**config.mk**
```make
export PLATFORM = sky130hd
export DESIGN_NAME = store_write_buffer
export DESIGN_NICKNAME = d
export VERILOG_FILES = /design/src/rtl/store_write_buffer.sv
export SDC_FILE = /design/constraint.sdc
export NUM_CORES = 1
export LEC_CHECK = 0
export CAP_MARGIN = 20
export CORE_AREA = 2 2 199 182
export CTS_BUF_LIST = sky130_fd_sc_hd__clkbuf_8
export DETAILED_ROUTE_END_ITERATION = 16
export DIE_AREA = 0 0 201 184
export SYNTH_ARGS = -nofsm -noshare
export SYNTH_HDL_FRONTEND = slang
export SYNTH_SLANG_ARGS = --single-unit
```
**constraint.sdc**
```tcl
create_clock -name clk -period 4.65 [get_ports clk]
set_input_delay 0.93 -clock clk [delete_from_list [all_inputs] [get_ports clk]]
set_output_delay 0.93 -clock clk [all_outputs]
set_load 0.02 [all_outputs]
```
**src/rtl/store_write_buffer.sv**
```systemverilog
// Write-through store buffer: queues EXMEM stores and drains them to memory.
// Ports: store push (st_*), drain port (mem_*), load lookup (ld_*), flush, status.
module store_write_buffer #(
  parameter int DEPTH  = 4,
  parameter int ADDR_W = 16,
  parameter int DATA_W = 16,
  localparam int PW = $clog2(DEPTH),
  localparam int CW = $clog2(DEPTH + 1)
) (
  input  logic              clk,
  input  logic              rst,
  input  logic              st_valid,
  input  logic [ADDR_W-1:0] st_addr,
  input  logic [DATA_W-1:0] st_data,
  output logic              st_ready,
  output logic              mem_req,
  input  logic              mem_grant,
  output logic              mem_en,
  output logic              mem_wr,
  output logic [ADDR_W-1:0] mem_addr,
  output logic [DATA_W-1:0] mem_wdata,
  input  logic [ADDR_W-1:0] ld_addr,
  output logic              ld_hit,
  output logic [DATA_W-1:0] ld_data,
  input  logic              flush_req,
  output logic              flush_done,
  output logic              empty,
  output logic [CW-1:0]     count
);

  typedef enum logic [1:0] {
    IDLE,
    FLUSH,
    DONE
  } state_t;

  state_t            state;
  logic              done_q;
  logic [ADDR_W-1:0] addr_q [DEPTH];
  logic [DATA_W-1:0] data_q [DEPTH];
  logic [DEPTH-1:0]  vld_q;
  logic [PW-1:0]     wr_ptr;
  logic [PW-1:0]     rd_ptr;
  logic [CW-1:0]     cnt_q;
  logic              push;
  logic              pop;

  // Depends only on registered state so the arbiter path stays short.
  assign st_ready   = (cnt_q < CW'(DEPTH)) && (state != FLUSH);
  assign push       = st_valid && st_ready;
  assign mem_req    = (cnt_q != '0);
  assign pop        = mem_req && mem_grant;
  assign mem_en     = pop;
  assign mem_wr     = pop;
  assign mem_addr   = mem_req ? addr_q[rd_ptr] : '0;
  assign mem_wdata  = mem_req ? data_q[rd_ptr] : '0;
  assign empty      = (cnt_q == '0);
  assign count      = cnt_q;
  assign flush_done = done_q;

  // Walk oldest to youngest so the last match (youngest) wins.
  always_comb begin
    logic [PW-1:0] idx;
    idx     = '0;
    ld_hit  = 1'b0;
    ld_data = '0;
    for (int i = 0; i < DEPTH; i++) begin
      idx = rd_ptr + PW'(i);
      if (vld_q[idx] && (addr_q[idx] == ld_addr)) begin
        ld_hit  = 1'b1;
        ld_data = data_q[idx];
      end
    end
  end

  always_ff @(posedge clk or posedge rst) begin
    if (rst) begin
      wr_ptr <= '0;
      rd_ptr <= '0;
      cnt_q  <= '0;
      vld_q  <= '0;
      for (int i = 0; i < DEPTH; i++) begin
        addr_q[i] <= '0;
        data_q[i] <= '0;
      end
    end else begin
      if (push) begin
        addr_q[wr_ptr] <= st_addr;
        data_q[wr_ptr] <= st_data;
        vld_q[wr_ptr]  <= 1'b1;
        wr_ptr         <= wr_ptr + 1'b1;
      end
      // Push and pop never target the same slot: a push needs a free slot.
      if (pop) begin
        vld_q[rd_ptr] <= 1'b0;
        rd_ptr        <= rd_ptr + 1'b1;
      end
      if (push && !pop)
        cnt_q <= cnt_q + CW'(1);
      else if (pop && !push)
        cnt_q <= cnt_q - CW'(1);
    end
  end

  always_ff @(posedge clk or posedge rst) begin
    if (rst) begin
      state  <= IDLE;
      done_q <= 1'b0;
    end else begin
      done_q <= 1'b0;
      unique case (state)
        IDLE: begin
          if (flush_req)
            state <= FLUSH;
        end
        FLUSH: begin
          if (cnt_q == '0) begin
            state  <= DONE;
            done_q <= 1'b1;
          end
        end
        DONE: begin
          state <= IDLE;
        end
        default: begin
          state <= IDLE;
        end
      endcase
    end
  end

endmodule

```
==> reports/metrics.cfg, run 1 <==
[run_status]
outcome=finished, final reports clean

[synthesis]
synth_edf_count=0
synth_ff_type=dfrtp_1
synth_top_cell_area_share=0.332
synth_cell_types=52
ys_top_cells_by_area=dfrtp_1 33%, mux2_2 14%, mux4_2 13%
syn_nets=866
ys.warnings.count=0
syn_inst=803
yosysTopAreaCell=dfrtp_1
synth_common_cells=142 x dfrtp_1, 133 x mux2_2, 63 x mux4_2
seq_area_frac_synth=0.332
syn_area_um2=10700
async_flop_share=1.00
syn_area_per_cell_um2=13.3
synth.ff_latch_count=142
synth_most_common_cell=dfrtp_1

[power_and_ir_drop]
power_uw=10600
intPower_uw=6330
p_leak_uw=0.00543
switching_power_uw=4310
power_density_nw_per_um2=781
seqPwrFrac=0.237
swShare=0.405
clockPowerShare=0.099
ir_worst_vdd_v=0.000321
pwr-share-comb=0.663

[place]
dp_slack_ns=-0.189
dp_hpwl_um=20900
portBuffers=110
place.gp.congestion=0.859
place_area_um2=12800

[detailed_routing]
num_vias=7763
ant_nets=0
route.detailed.drc=0
wl_um=31000
via_per_inst=5.44
wl_per_cell_um=21.7
drt_iter0_markers=659
drtPass1Iterations=5

[floorplanning]
design.die.area_um2=37000
core-area_um2=34700
dieWidth_um=201
ioPinCount=111
std_cell_rows=65
die_h_um=184
floorplan.initialDensity=0.308

[clocking]
clkTransAtPathRegs_ns=0.09
clockRootBuffer=clkbuf_8
cts_tree=done
insertion_delay_ns=0.45
htree_levels=4
cts_hold_buf=0
clock_sinks=142
clk_path_buf_depth=2
cts_made_buffers=17

[grt]
grt_pass1_wl_um=47100
antenna_found_initial=1
grt_max_degree=75
grt_pass1_vias=7731
globalRoute.totalOverflow=0
grt.total_usage=0.165

[worst_setup_path]
critPathCaptureType=output port
crit_family=compound AO/OA/AOI/OAI gates
r2r_start=count[0]
crit_buf_inv=5
cp_max_fo=44
r2r_end=count[2]
cp-start-kind=flip-flop
r2r_slack_ns=2.19
crit_type=reg -> out
worstPathCellList=buf_4, buf_12, mux2i_1, mux2_2, a221oi_4, o2111ai_2, a2111oi_4, buf_6, buf_12, nand3_1, a311oi_4, buf_6
cp.arrival_ns=3.66
required_ns=3.72
crit_slowest_cell=dfrtp_4
crit_path_max_incr_delay_ns=0.49
reg2reg_depth=9

[cells_and_area]
syn_to_final_growth_pct=27.3
final_util=0.392
drive_gt1_frac=0.427
fillers=3312
design_area_um2=13600
multiInputGateArea_um2=7010
seq_area_um2=3560
nets=1009

[timing]
timing.final.ws_setup_ns=0.0592
holdWs_ns=0.448
rsz0062_at_grt=yes
fin_crit_sh=0.987
clock.fmax_ghz=0.218
maxSlewViolCount=0
min_period_ns=4.59
relSlewSlack=0.511
tightestPinTransition_ns=0.732
setup_viol=0
finalClockSkew_ns=0.0155
hold_viol=0

[min_path]
hold_class=reg -> reg
holdPathEnd=state[0]
hold_depth=1
hp-start=state[1]

[job]
cap_viol_max_count=0

cells in the final DEF (no fill, tap or decap), types with 4 or more instances in the layout:
cell type	count
dfrtp_1	140
mux2_2	133
clkdlybuf4s50_1	93
buf_4	66
mux4_2	65
xnor2_1	32
mux4_1	31
xor2_1	31
and2_1	29
nand2_1	28
mux2i_1	28
nor2_1	26
nor3_1	19
buf_6	19
clkbuf_8	18
mux4_4	17
a311oi_4	16
inv_1	12
buf_12	12
nand2_2	10
nand4_1	10
nand3_1	9
a21oi_1	9
nand3_2	9
ha_1	8
and3_1	7
clkinvlp_4	6
xnor2_2	5
o32ai_1	4
a211oi_1	4
clkbuf_16	4
power by group through the flow:
stage / sequential, µW / clock, µW / combinational (µW)
floorplan: 2290 / 0 / 4960
global placement: 2470 / 0 / 6750
detailed placement: 2520 / 0 / 6770
CTS: 2510 / 1080 / 6900
global route: 2640 / 1130 / 7530
finish: 2530 / 1060 / 7060
worst max-delay path by stage:
stage / start / end / slack (ns) / depth (start not counted)
6_report: rd_ptr[1] / ld_data[15] / 0.06 / 12
5_1_grt: rd_ptr[0] / ld_data[2] / -0.07 / 13
4_1_cts: rd_ptr[1] / ld_data[1] / -0.003 / 12
3_5_place_dp: ld_addr[11] / ld_data[12] / -0.19 / 11
3_3_place_gp: ld_addr[5] / ld_data[12] / -0.20 / 10
2_1_floorplan: rd_ptr[0] / ld_data[0] / -0.03 / 18
flip-flops by register name, indices dropped and copies added (netlist names):
name,count
state,2
rd_ptr,2
data_q,64
addr_q,64
count,3
wr_ptr,2
flush_done,1
vld_q,4
cells by family after synthesis:
group,Yosys count,share of synthesized area
adder cells (fa/ha/maj),10,0.0124
buffers and inverters,85,0.0506
multiplexers,274,0.419
XOR/XNOR,70,0.0573
flip-flops,142,0.332
AND/OR/NAND/NOR,166,0.0812
AO/OA/AOI/OAI,56,0.0471
stage by stage:
stage | std cells | TNS, ns
floorplan | 803 | -0.0342
detailed placement | 1383 | -2.32
finish | 1427 | 0
global route | 1426 | -0.576
CTS | 1416 | -0.00397
global placement | 1382 | -2.23
layout make-up:
type	count	share of cell area
Inverter	13	0.00404
Antenna cell	1	0.000184
Timing Repair Buffer	196	0.148
Multi-Input combinational cell	576	0.514
Tap cell	469	0.0431
Clock inverter	12	0.0109
Clock buffer	18	0.0182
Sequential cell	142	0.261
worst register-to-register path: stages, from the launching register on:
cell and delay (ns):
dfrtp_1 0.44, or3_1 0.46, and2_1 0.36, inv_1 0.12, ha_1 0.18, inv_1 0.06, fa_1 0.37, xor2_1 0.15
nor2_1 0.11, xor2_1 0.14
metal layers:
metal	vias to the layer above	part of all wire	GRT usage	wire, µm
li1	3390	-	-	-
met1	4140	0.46	0.232	14300
met2	206	0.48	0.267	14900
met3	27	0.041	0.0257	1280
met4	0	0.017	0.0436	511
met5	-	0	0	0
repair_timing:
action	CTS	global route
setup endpoints to repair	17	17
pin swaps	3	5
gates resized for setup	81	62
endpoints found under the hold margin	0	0
buffers inserted	3	4
gates cloned	0	4
Power figures use the tool's default switching activity.
==> inputs of run 2 (changes only) <==
Settings changed: SLEW_MARGIN set to 15.
==> run 2 against run 1 <==
Effect of this change: maximum frequency fell by 0.64%; worst hold slack improved by 0.00073 ns; clock power is 6% lower; first-iteration DRC count shrank 9.9%; sequential share of layout area increased by 0.25 points; combinational power decreased by 2%; core utilization shrank 0.37 points; die area unchanged; clock skew is 0.0051 ns higher; routed wire length decreased by 2.8%; critical endpoint is now ld_data[2]; largest cell class unchanged; highest routed layer unchanged.
==> reports/metrics.cfg, run 2 (synthesis gave the netlist of run 1 again) <==
[timing]
min_period_ns=4.62  ; +0.0294 ns
tightestPinTransition_ns=0.708  ; -0.0233 ns
clock.fmax_ghz=0.216  ; -0.64%
rsz0062_at_grt=yes
finalClockSkew_ns=0.0206  ; +0.00508 ns
hold_viol=0  ; unchanged
timing.final.ws_setup_ns=0.0298  ; -0.0294 ns
maxSlewViolCount=0  ; unchanged
setup_viol=0  ; unchanged
fin_crit_sh=0.994  ; +0.00631
tns_ns=0  ; unchanged
relSlewSlack=0.526  ; +0.0149

[power_and_ir_drop]
seqPwrFrac=0.242  ; +0.005
clockPowerShare=0.096  ; -0.003
p_leak_uw=0.00538  ; -0.89%
switching_power_uw=4230  ; -1.7%
intPower_uw=6230  ; -1.7%
pwr-share-comb=0.662  ; about the same
swShare=0.405  ; about the same
power_density_nw_per_um2=775  ; -0.76%
ir_worst_vdd_v=0.000256  ; -20%

[place]
portBuffers=110  ; unchanged
dp_slack_ns=-0.189  ; -0.000122 ns
dp_hpwl_um=20800  ; -0.19%
place.gp.congestion=0.859  ; unchanged

[detailed_routing]
ant_nets=0  ; unchanged
wl_um=30100  ; -2.8%
route.detailed.drc=0  ; unchanged
drt_iter0_markers=594  ; -9.9%
via_per_inst=5.38  ; -1.0%
drtPass1Iterations=5  ; unchanged
wl_per_cell_um=21.1  ; -2.7%
num_vias=7677  ; -1.1%

[cells_and_area]
nets=1005  ; -0.40%
layout_common_cells=140 x dfrtp_1, 133 x mux2_2, 93 x clkdlybuf4s50_1
syn_to_final_growth_pct=26.1
reg_top3=addr_q x64, data_q x64, vld_q x4
layout_commonest_cell=dfrtp_1
drive_gt1_frac=0.414  ; -0.0138

[min_path]
hold_class=reg -> reg

[grt]
antenna_found_initial=2  ; +1
grt_pass1_vias=7678  ; -0.69%
grt.total_usage=0.165  ; -0.000664
grt-busiest-layer=met2
globalRoute.totalOverflow=0  ; unchanged
grt_pass1_wl_um=46600  ; -0.97%
grt_max_degree=75  ; unchanged
met1_usage=0.231  ; -0.00116
use_met2=0.265  ; -0.00166
grtUsageMet3=0.0225  ; -0.00319

[clocking]
clk_path_buf_depth=2  ; unchanged
clock_sinks=142  ; unchanged
clockRootBuffer=clkbuf_8
htree_levels=4  ; unchanged
cts_made_buffers=17  ; unchanged
insertion_delay_ns=0.47  ; +0.02 ns
cts_tree=done
cts_hold_buf=0  ; unchanged
clkTransAtPathRegs_ns=0.09  ; about the same

[floorplanning]
core-area_um2=34700  ; unchanged
ioPinCount=111  ; unchanged
std_cell_rows=65  ; unchanged
floorplan.initialDensity=0.308  ; unchanged
die_h_um=184  ; unchanged
design.die.area_um2=37000  ; unchanged
dieWidth_um=201  ; unchanged

[worst_setup_path]
critPathCaptureType=output port
cp-start-kind=flip-flop
cp.arrival_ns=3.69  ; +0.03 ns
crit_type=reg -> out
cp_max_fo=8  ; -82%
required_ns=3.72  ; about the same

[run_status]
outcome=finished, final reports clean

[job]
cap_viol_max_count=0  ; unchanged

-- run 2: cell count changes in the layout (fill, tap and decap cells not counted), sizes merged --
cell,change
buf,-3
bufinv,-1
clkbuf,-1
clkinvlp,+1
diode,+1
dlygate4sd2,-1
inv,+3
-- run 2: final cells by class --
class	count	area, µm²
timing repair buffer	192	1980
clock buffer	17	234
inverter	13	57.6
multi-input combinational	576	6930
sequential	142	3560
clock inverter	15	149
tap	469	587
antenna	2	5.00
fill	3310	21200
-- run 2: layer usage --
layer  vias up  routed length, µm  part of all wire
li1       3403                  -                 -
met4         0                538             0.018
met5         -                  0                 0
met1      4049              14000              0.46
met2       198              14400              0.48
met3        27               1180             0.039
-- run 2: final timing paths --
kind                         endpoint  startpoint  cells after the start  slack [ns]
setup / recovery           ld_data[2]   rd_ptr[1]                     13        0.03
min in group asynchronous  addr_q[12]         rst                      2        0.92
hold / removal               state[0]    state[1]                      1        0.45
setup reg to reg             count[2]    count[0]                      9        2.19
max in group asynchronous  data_q[42]         rst                      3        2.75
hold reg to reg              state[0]    state[1]                      1        0.45
-- run 2: power by group through the flow --
stage	logic (µW)	clock network, µW	registers [µW]
after global placement	6750	0	2470
after floorplan	4960	0	2290
after global routing	7400	1090	2640
after CTS	6880	1030	2510
final	6930	1000	2530
after detailed placement	6770	0	2520
-- run 2: metrics by stage --
| stage | util | area, µm² | total power (µW) | hold slack, ns | cells |
|---|---|---|---|---|---|
| 2_1_floorplan | - | 10900 | 7250 | 0.404 | 803 |
| 3_3_place_gp | 0.367 | 12700 | 9220 | 0.424 | 1382 |
| 3_5_place_dp | 0.368 | 12800 | 9290 | 0.426 | 1383 |
| 4_1_cts | 0.380 | 13200 | 10400 | 0.448 | 1417 |
| 5_1_grt | 0.389 | 13500 | 11100 | 0.465 | 1425 |
| 6_report | 0.389 | 13500 | 10500 | 0.449 | 1426 |
-- run 2: repair_timing --
item | CTS | global route
setup endpoints to repair | 17 | 17
gates cloned | 0 | 3
resized for setup | 91 | 35
buffers inserted | 2 | 2
pin swaps | 5 | 5
-- run 2: worst max-delay path, cell delays in order, from the launching register on --
cell	delay, ns
dfrtp_4	0.48
inv_4	0.05
ha_4	0.36
buf_4	0.17
mux4_2	0.50
xnor2_1	0.22
nand2_1	0.10
nor4_2	0.27
buf_4	0.17
nand2_2	0.06
and2_4	0.21
buf_12	0.15
a311oi_4	0.32
buf_6	0.17
